<file path="src/rtl/sound_frame_seq_if.sv">
// Bundle of sequencer control inputs and strobe outputs for sound_frame_seq.
// master drives enable/trigger, slave is the sequencer itself.
interface sound_frame_seq_if;
   logic       sound_enable;
   logic [3:0] trigger;
   logic [2:0] step;
   logic       clk_length;
   logic       clk_sweep;
   logic [3:0] env_clk;
   logic [3:0] ch_start;
   logic       len_skip;

   modport master (
      output sound_enable, trigger,
      input  step, clk_length, clk_sweep, env_clk, ch_start, len_skip
   );

   modport slave (
      input  sound_enable, trigger,
      output step, clk_length, clk_sweep, env_clk, ch_start, len_skip
   );
endinterface

</file>
<file path="src/rtl/sound_frame_seq.sv">
// APU frame sequencer: 512 Hz tick, 8-step length/sweep/envelope strobes, trigger start pulses.
// Define FS_EXT_DIV_EN to tick from falling edges of an external div_bit instead of the prescaler.
module sound_frame_seq #(
   parameter int DIV_COUNT = 8192,
   parameter int DIV_WIDTH = 13
) (
   input  logic clk,
   input  logic rst,
`ifdef FS_EXT_DIV_EN
   input  logic div_bit,
`endif
   sound_frame_seq_if.slave bus
);

   logic [2:0] step_q;
   logic       clk_length_q;
   logic       clk_sweep_q;
   logic [3:0] env_clk_q;
   logic [3:0] ch_start_q;
   logic       tick;

`ifdef FS_EXT_DIV_EN
   logic div_prev;
   assign tick = div_prev & ~div_bit;
`else
   logic [DIV_WIDTH-1:0] prescaler;
   assign tick = (prescaler == DIV_WIDTH'(DIV_COUNT - 1));
`endif

   always_ff @(posedge clk) begin
      if (rst || !bus.sound_enable) begin
`ifdef FS_EXT_DIV_EN
         div_prev     <= 1'b0;
`else
         prescaler    <= '0;
`endif
         step_q       <= 3'd0;
         clk_length_q <= 1'b0;
         clk_sweep_q  <= 1'b0;
         env_clk_q    <= 4'b0000;
         ch_start_q   <= 4'b0000;
      end else begin
`ifdef FS_EXT_DIV_EN
         div_prev     <= div_bit;
`else
         prescaler    <= tick ? '0 : prescaler + 1'b1;
`endif
         ch_start_q   <= bus.trigger;
         if (tick) begin
            clk_length_q <= ~step_q[0];
            clk_sweep_q  <= (step_q == 3'd2) || (step_q == 3'd6);
            // A channel started this same cycle skips its envelope step.
            env_clk_q    <= (step_q == 3'd7) ? (4'b1011 & ~bus.trigger) : 4'b0000;
            step_q       <= step_q + 3'd1;
         end else begin
            clk_length_q <= 1'b0;
            clk_sweep_q  <= 1'b0;
            env_clk_q    <= 4'b0000;
         end
      end
   end

   assign bus.step       = step_q;
   assign bus.clk_length = clk_length_q;
   assign bus.clk_sweep  = clk_sweep_q;
   assign bus.env_clk    = env_clk_q;
   assign bus.ch_start   = ch_start_q;
   assign bus.len_skip   = step_q[0];

endmodule

</file>
<file path="src/flat_wrapper.sv">
// flat-port wrapper written by rule: the top's interface ports become plain ports
module sound_frame_seq_flat 
#(
   parameter int DIV_COUNT = 8192,
   parameter int DIV_WIDTH = 13
)
  (clk, rst, bus_sound_enable, bus_trigger, bus_step, bus_clk_length, bus_clk_sweep, bus_env_clk, bus_ch_start, bus_len_skip);
  sound_frame_seq_if bus_i ();
  input  logic clk;
  input  logic rst;
  input wire logic [$bits(bus_i.sound_enable)-1:0] bus_sound_enable;
  input wire logic [$bits(bus_i.trigger)-1:0] bus_trigger;
  output wire logic [$bits(bus_i.step)-1:0] bus_step;
  output wire logic [$bits(bus_i.clk_length)-1:0] bus_clk_length;
  output wire logic [$bits(bus_i.clk_sweep)-1:0] bus_clk_sweep;
  output wire logic [$bits(bus_i.env_clk)-1:0] bus_env_clk;
  output wire logic [$bits(bus_i.ch_start)-1:0] bus_ch_start;
  output wire logic [$bits(bus_i.len_skip)-1:0] bus_len_skip;
  assign bus_i.sound_enable = bus_sound_enable;
  assign bus_i.trigger = bus_trigger;
  assign bus_step = bus_i.step;
  assign bus_clk_length = bus_i.clk_length;
  assign bus_clk_sweep = bus_i.clk_sweep;
  assign bus_env_clk = bus_i.env_clk;
  assign bus_ch_start = bus_i.ch_start;
  assign bus_len_skip = bus_i.len_skip;
  sound_frame_seq #(.DIV_COUNT(DIV_COUNT), .DIV_WIDTH(DIV_WIDTH)) u_core (.clk(clk), .rst(rst), .bus(bus_i));
endmodule
</file>
<file path="config.mk">
export PLATFORM = sky130hd
export DESIGN_NAME = sound_frame_seq_flat
export DESIGN_NICKNAME = d
export VERILOG_FILES = /design/src/rtl/sound_frame_seq_if.sv /design/src/rtl/sound_frame_seq.sv /design/src/flat_wrapper.sv
export SDC_FILE = /design/constraint.sdc
export NUM_CORES = 1
export LEC_CHECK = 0
export BUFFER_PORTS_ARGS = -buffer_cell sky130_fd_sc_hd__clkbuf_2
export CAP_MARGIN = 10
export CORE_UTILIZATION = 60
export CTS_BUF_LIST = sky130_fd_sc_hd__clkbuf_4
export DETAILED_ROUTE_END_ITERATION = 8
export GPL_TIMING_DRIVEN = 0
export PLACE_DENSITY = 0.93
export RECOVER_POWER = 100
export SKIP_CTS_REPAIR_TIMING = 1
export SYNTH_ARGS = -nofsm -noshare
export SYNTH_HDL_FRONTEND = slang
export SYNTH_SLANG_ARGS = --single-unit
</file>
<file path="constraint.sdc">
create_clock -name clk -period 3 [get_ports clk]
set_input_delay 0.9 -clock clk [delete_from_list [all_inputs] [get_ports clk]]
set_output_delay 0.9 -clock clk [all_outputs]
set_load 0.05 [all_outputs]
</file>
* Yosys cells after proc, flatten, opt, wreduce, memory -nomap -nowiden
Index checks and enable logic that the tools add are counted.
Widths: inputs -> output; s select.
** Cells by class
- Reductions and logical operators :: 6
- Bitwise gates (word level) :: 4
- Eq/ne operators :: 4
- Add/sub/neg operators :: 2
** Operator list (count)
- $add 13x1->13 const B :: 1
- $eq 13x13->1 const B :: 1
- $eq 3x3->1 const B :: 2
- $not 4->4 :: 1
- $reduce_or 2->1 :: 2
- $add 3x1->3 const B :: 1
- $eq 3x2->1 const B :: 1
- $not 1->1 :: 3
- $reduce_or 3->1 :: 1
- $logic_or 1x1->1 :: 2
- $logic_not 1->1 :: 1
** Word-level totals
- Input port bits :: 7
- Word-level logic and storage cells :: 23
- Register bits :: 26
- Output and inout bits :: 14

* Depth between registers and ports, before layout
Gate-level depths: netlist (run 1).
- Word-level depth :: 3
- Depth in mapped cells :: 5
- Depth with buffers taken out :: 4

* Worst setup path after synthesis (run 1)
OpenSTA, ideal clock, no wires.
- Path kind :: flip-flop to output port
- From :: reg u_core.step_q[0] (netlist: u_core.bus.step[0])
- To :: out bus_step[0]
- Arrival time :: 0.976 ns
- Data required time :: 2.100 ns
- Setup slack :: 1.124 ns
- Buffers on the path :: 1
- Stages on the path, launching flop included :: 2
- Path through :: dfxtp_1 buf_4
** RTL lines
- start, declared :: RTL line sound_frame_seq.sv:15 : logic [2:0] step_q;
- start signal, assigned :: RTL line sound_frame_seq.sv:54 : step_q <= step_q + 3'd1;
- end, declared :: RTL line flat_wrapper.sv:13 : output wire logic [$bits(bus_i.step)-1:0] bus_step;
No word-level cell between the ends.

* Final worst setup path (run 1)
- From :: reg u_core.step_q[0] (netlist: u_core.bus.step[0])
- To :: out bus_step[0]
No word-level cell between the ends.

==> impl_metrics.csv, run 1 <==
group,metric,value,unit
status,status,"finished clean",
placement,port_buffers,19,
floorplanning,dieArea,1980,um^2
global_routing,grt_pass1_vias,781,
timing,max_slew.worst_pin.slew,0.929,ns
drt,firstDrtPassIters,4,
min_path,whs_path_depth,2,
cells_and_area,n_antenna_cell,0,
timing,fin_tns_setup,0,ns
synth,yosys.area.top_type,"dfxtp_1",
floorplanning,io_pins,21,
floorplanning,start_util,63.6,%
synth,synthTopCellsByArea,"dfxtp_1 (46%), ha_1 (4.6%), nor4_4 (3.9%), mux2i_1 (3.7%), nand2_1 (3.1%)",
timing,max_freq,436,MHz
clock_tree,clockBufferDepth,2,
critical_path,worst_path_max_delay_cell,"dfxtp_1",
timing,finalCriticalPeriod,2.29,ns
min_path,hold_class,"reg2reg",
drt,wl_per_cell,14.1,um
drt,dr_total_vias,859,
synth,synth_seq_cells,25,
clock_tree,worstSkewPairLatency,0.33,ns
synth,syn_area,1090,um^2
job,max-cap-violations,0,
drt,viasPerCell,5.58,
cells_and_area,layout_commonest_cell,"dfxtp_1",
drt,drc,0,
synth,yosysWarnings,0,
critical_path,max_stage_delay,0.46,ns
synth,synth_mux_area_share,3.69,%
cells_and_area,synthToLayoutAreaGrowth,9.10,%
timing,rsz0062_at_grt,"false",
timing,fin_crit_sh,76.4,%
clock_tree,root_buffer,"clkbuf_4",
synth,yosys.area_share.simple,28.6,%
cells_and_area,final_cell_mix,"dfxtp_1 (25), clkbuf_1 (17), nand2_1 (9)",
placement,routabilityCongestion,0.716,
global_routing,grt_usage,24.4,%
clock_tree,clk_pin_slew_worst_paths,0.14,ns
critical_path,critPathMaxFanout,6,
drt,wl,2.17,mm
floorplanning,row_count,15,
placement,placed_area,1210,um^2
synth,synth_xor_area_share,2.42,%
global_routing,grt_start_max_net_pins,16,
timing,drv_slew,0,
cells_and_area,drive_gt1_share,13.2,%
synth,avgSynthCellArea,10.2,um^2
global_routing,grt_overflow,0,
drt,detail-route-antenna-nets,0,
timing,hold_viol,0,
critical_path,path_cells,"buf_4 > clkbuf_1",
synth,postSynthCellCount,106,
clock_tree,cts_max_level,1,
synth,syn_nets,117,
power_and_ir_drop,peakVddDrop,0.307,mV
critical_path,critical_path_required,2.10,ns
clock_tree,cts_tree,"built",
power_and_ir_drop,p_leak,0.398,nW
floorplanning,fp.dieW,44.5,um
power_and_ir_drop,power.density,441,nW/um^2
synth,yosys.area_share.adder,4.61,%
floorplanning,coreArea,1710,um^2
clock_tree,cts.sinks,25,
cells_and_area,fin_area,1180,um^2
synth,yosysUniqueCellTypes,31,
critical_path,worstSetupPathType,"reg2out",
global_routing,grt_pass1_wl,3.43,mm
global_routing,antenna_found_initial,0,
critical_path,crit_arrival,1.39,ns
cells_and_area,nets,141,
synth,synth_top_area_share,46.1,%
critical_path,start_kind,"register",
cells_and_area,fillers,138,
floorplanning,die_height,44.5,um
timing,fin_worst_skew,0.00849,ns
critical_path,worst_setup_path_end_kind,"output pin",
timing,slew_headroom,37.5,%
placement,hpwl,1.64,mm
clock_tree,cts_buffers,3,
critical_path,reg2reg_depth,5,
timing,finalSetupViolations,0,
synth,yosysSeqAreaShare,46.1,%
synth,synth_top_family_by_area,"simple AND/OR/NAND/NOR gates",
drt,drt_iter0_markers,12,
synth,synth_compound_area_share,8.99,%
==> kinds of logic (layout without fill, tap and decap cells) <==
| kind of cell | after synthesis | after routing |
|---|---|---|
| simple gates | 44 | 44 |
| flops | 25 | 25 |
| compound gates | 14 | 14 |
| buf+inv | 11 | 34 |
| fa+ha+maj | 4 | 4 |
| mux | 4 | 4 |
| xor+xnor | 3 | 3 |
| other cells | 1 | 1 |
==> path summary, 6_finish.rpt <==
check | start | end | slack [ns]
max | u_core.bus.step[0] | bus_step[0] | 0.71
min | u_core.prescaler[12] | u_core.prescaler[12] | 0.51
min reg2reg | u_core.prescaler[12] | u_core.prescaler[12] | 0.51
max reg2reg | u_core.prescaler[0] | u_core.bus.clk_sweep | 0.83
==> routing by layer <==
layer | global-route usage [%] | part of all wire, % | vias to the layer above
li1 | - | - | 426
met1 | 31.0 | 44 | 409
met2 | 37.9 | 51 | 19
met3 | 6.53 | 3.2 | 5
met4 | 12.1 | 1.8 | 0
met5 | 0 | 0 | -
==> final cells by class <==
| type | instances | area (um^2) | share of cell area (%) |
|---|---|---|---|
| tap | 25 | 31.3 | 2.64 |
| clock buffer | 3 | 22.5 | 1.90 |
| buffer | 6 | 31.3 | 2.64 |
| inverter | 5 | 18.8 | 1.58 |
| multi-input combinational | 70 | 495 | 41.8 |
| sequential | 25 | 500 | 42.2 |
| clock inverter | 1 | 7.51 | 0.634 |
| timing repair buffer | 19 | 77.6 | 6.55 |
==> metrics by stage <==
step | std cells | hold WS (ns) | total power, W | worst slack [ns] | utilization, %
CTS | 154 | 0.500 | 0.000525 | 0.903 | 72.7
global route | 154 | 0.540 | 0.000546 | 0.655 | 69.4
finish | 154 | 0.512 | 0.000523 | 0.707 | 69.4
detailed placement | 150 | 0.476 | 0.000373 | 1.02 | 71.0
floorplan | 106 | 0.443 | 0.000364 | 1.12 | -
global placement | 150 | 0.455 | 0.000373 | 1.09 | 71.0
==> critical path, delay by kind of cell, from the launching register on <==
kind                   cells  cell delay [ns]
buffers and inverters      2             0.61
flip-flops                 1             0.46
==> flip-flops by register name, summed over array words and instances, names as in the netlist <==
register,cells
u_core.prescaler,13
u_core.bus.ch_start,4
u_core.bus.step,3
u_core.bus.clk_sweep,1
u_core.bus.clk_length,1
u_core.bus.env_clk,3
==> report_power, final <==
part           switching, W  leakage (nW)  internal, W
Combinational     0.0000207         0.182   0.00000784
Clock              0.000106        0.0139    0.0000512
Sequential       0.00000162         0.202     0.000335
Total              0.000128         0.398     0.000395
==> cells in the mapped netlist, drive strengths merged <==
| cell type | n |
|---|---|
| buf | 4 |
| o21ai | 3 |
| nor4 | 6 |
| and2 | 4 |
| xor2 | 1 |
| dfxtp | 25 |
| nand2 | 9 |
| conb | 1 |
| xnor2 | 2 |
| nor2b | 1 |
| or4 | 5 |
| nand4 | 2 |
| a211oi | 5 |
| clkbuf | 2 |
| ha | 4 |
| mux2i | 4 |
| inv | 5 |
| or3 | 3 |
| and3 | 2 |
| nor3 | 5 |
| nand2b | 3 |
| o31ai | 4 |
| a21oi | 2 |
| nand3 | 4 |
Power figures use the tool's default switching activity.
==> run 2, diff against run 1 <==
--- a/config.mk
+++ b/config.mk
@@ -7,11 +7,11 @@
 export LEC_CHECK = 0
 export BUFFER_PORTS_ARGS = -buffer_cell sky130_fd_sc_hd__clkbuf_2
 export CAP_MARGIN = 10
-export CORE_UTILIZATION = 60
+export CORE_UTILIZATION = 56
 export CTS_BUF_LIST = sky130_fd_sc_hd__clkbuf_4
 export DETAILED_ROUTE_END_ITERATION = 8
 export GPL_TIMING_DRIVEN = 0
-export PLACE_DENSITY = 0.93
+export PLACE_DENSITY = 0.88
 export RECOVER_POWER = 100
 export SKIP_CTS_REPAIR_TIMING = 1
 export SYNTH_ARGS = -nofsm -noshare
==> constraint.sdc (replaced) <==
create_clock -name clk -period 2.3 [get_ports clk]
set_input_delay 0.69 -clock clk [delete_from_list [all_inputs] [get_ports clk]]
set_output_delay 0.69 -clock clk [all_outputs]
set_load 0.05 [all_outputs]
==> impl_metrics.csv, run 2 (synthesis gave the netlist of run 1 again) <==
group,metric,value,unit
power_and_ir_drop,comb_power_share,5.4,%
drt,viasPerCell,5.64,
timing,drv_slew,0,
cells_and_area,layout_commonest_cell,"dfxtp_1",
timing,max_freq,503,MHz
drt,wl,2.15,mm
critical_path,worst_path_max_delay_cell,"clkbuf_1",
cells_and_area,drive_gt1_share,15.5,%
drt,detail-route-antenna-nets,0,
global_routing,antenna_found_initial,0,
power_and_ir_drop,switching_share,24.1,%
status,status,"finished clean",
floorplanning,die_height,46.0,um
min_path,hold_class,"in2reg",
cells_and_area,regMostFlops,"u_core.prescaler",
floorplanning,fp.dieW,46.0,um
critical_path,worstSetupPathType,"reg2out",
clock_tree,clockBufferDepth,2,
critical_path,critical_path_required,1.61,ns
clock_tree,worstSkewPairLatency,0.33,ns
placement,port_buffers,19,
floorplanning,dieArea,2120,um^2
timing,max_slew.worst_pin.slew,0.620,ns
critical_path,crit_arrival,1.30,ns
timing,finalCriticalPeriod,1.99,ns
power_and_ir_drop,p_switching,0.000163,W
global_routing,grt_usage,24.5,%
drt,drc,0,
power_and_ir_drop,peakVddDrop,0.376,mV
floorplanning,coreArea,1760,um^2
critical_path,crit_buf_inv,1,
timing,fin_tns_setup,0,ns
power_and_ir_drop,clockPowerShare,29.5,%
critical_path,max_stage_delay,0.50,ns
critical_path,cp_top_family,"buffers and inverters",
floorplanning,start_util,61.6,%
cells_and_area,final_cell_mix,"dfxtp_1 (25), clkbuf_1 (15), nand2_1 (9)",
timing,finalSetupViolations,0,
global_routing,grt_overflow,0,
cells_and_area,final_util,68.5,%
clock_tree,clk_pin_slew_worst_paths,0.13,ns
critical_path,critPathMaxFanout,6,
cells_and_area,largest_reg_flops,13,
power_and_ir_drop,p_leak,0.440,nW
timing,rsz0062_at_grt,"false",
placement,hpwl,1.58,mm
clock_tree,cts_buffers,3,
floorplanning,io_pins,21,
critical_path,start_kind,"register",
timing,hold_viol,0,
clock_tree,cts_tree,"built",
job,max-cap-violations,0,
drt,firstDrtPassIters,4,
drt,dr_total_vias,868,
global_routing,grt_pass1_vias,823,
global_routing,grt_pass1_wl,3.58,mm
placement,routabilityCongestion,0.740,
timing,fin_crit_sh,86.5,%
power_and_ir_drop,power.density,559,nW/um^2
cells_and_area,nets,141,
global_routing,grt_start_max_net_pins,15,
timing,fin_worst_skew,0.00112,ns
clock_tree,cts.sinks,25,
power_and_ir_drop,p_seq_share,65.1,%
drt,wl_per_cell,14.0,um
critical_path,path_cells,"clkbuf_1",
cells_and_area,synthToLayoutAreaGrowth,11.3,%
drt,drt_iter0_markers,13,
power_and_ir_drop,internal-power,0.000513,W
critical_path,worst_setup_path_end_kind,"output pin",
clock_tree,root_buffer,"clkbuf_4",
cells_and_area,n_antenna_cell,0,
timing,slew_headroom,58.8,%
floorplanning,row_count,15,
clock_tree,cts_max_level,1,
==> run 2: area by class of cell <==
type	count	area, um^2
Sequential cell	25	500
Clock buffer	3	22.5
Tap cell	25	31.3
Buffer	6	31.3
Fill cell	157	556
Clock inverter	1	5.00
Multi-Input combinational cell	70	519
Timing Repair Buffer	19	80.1
Inverter	5	18.8
==> run 2: layer usage <==
metal,wire (um),GRT usage (%)
met1,934,28.0
met2,1070,42.5
met3,93,3.57
met4,48,14.1
met5,0,0
==> run 2: path summary, 6_finish.rpt <==
| check | from | end | slack (ns) | cells after the start |
|---|---|---|---|---|
| max | u_core.bus.step[0] | bus_len_skip | 0.31 | 1 |
| min | bus_trigger[3] | u_core.bus.env_clk[3] | 0.52 | 2 |
| max reg2reg | u_core.prescaler[0] | u_core.bus.clk_sweep | 0.37 | 5 |
| min reg2reg | u_core.prescaler[0] | u_core.prescaler[0] | 0.52 | 1 |
==> run 2: power by group through the flow <==
stage | logic [W] | clock network (W) | registers (W)
after floorplan | 0.0000160 | 0 | 0.000459
after global routing | 0.0000399 | 0.000221 | 0.000441
after detailed placement | 0.0000378 | 0 | 0.000450
after global placement | 0.0000367 | 0 | 0.000449
after CTS | 0.0000378 | 0.000201 | 0.000440
final | 0.0000368 | 0.000199 | 0.000440
==> run 2: through the flow <==
step	hold WS, ns	setup slack, ns	cell area (um^2)	total power, W	instances
final	0.516	0.311	1210	0.000676	154
after floorplan	0.443	0.634	1090	0.000475	106
after detailed placement	0.501	0.471	1210	0.000488	150
after global placement	0.455	0.609	1210	0.000486	150
after global routing	0.515	0.205	1210	0.000702	154
after CTS	0.517	0.413	1240	0.000679	154
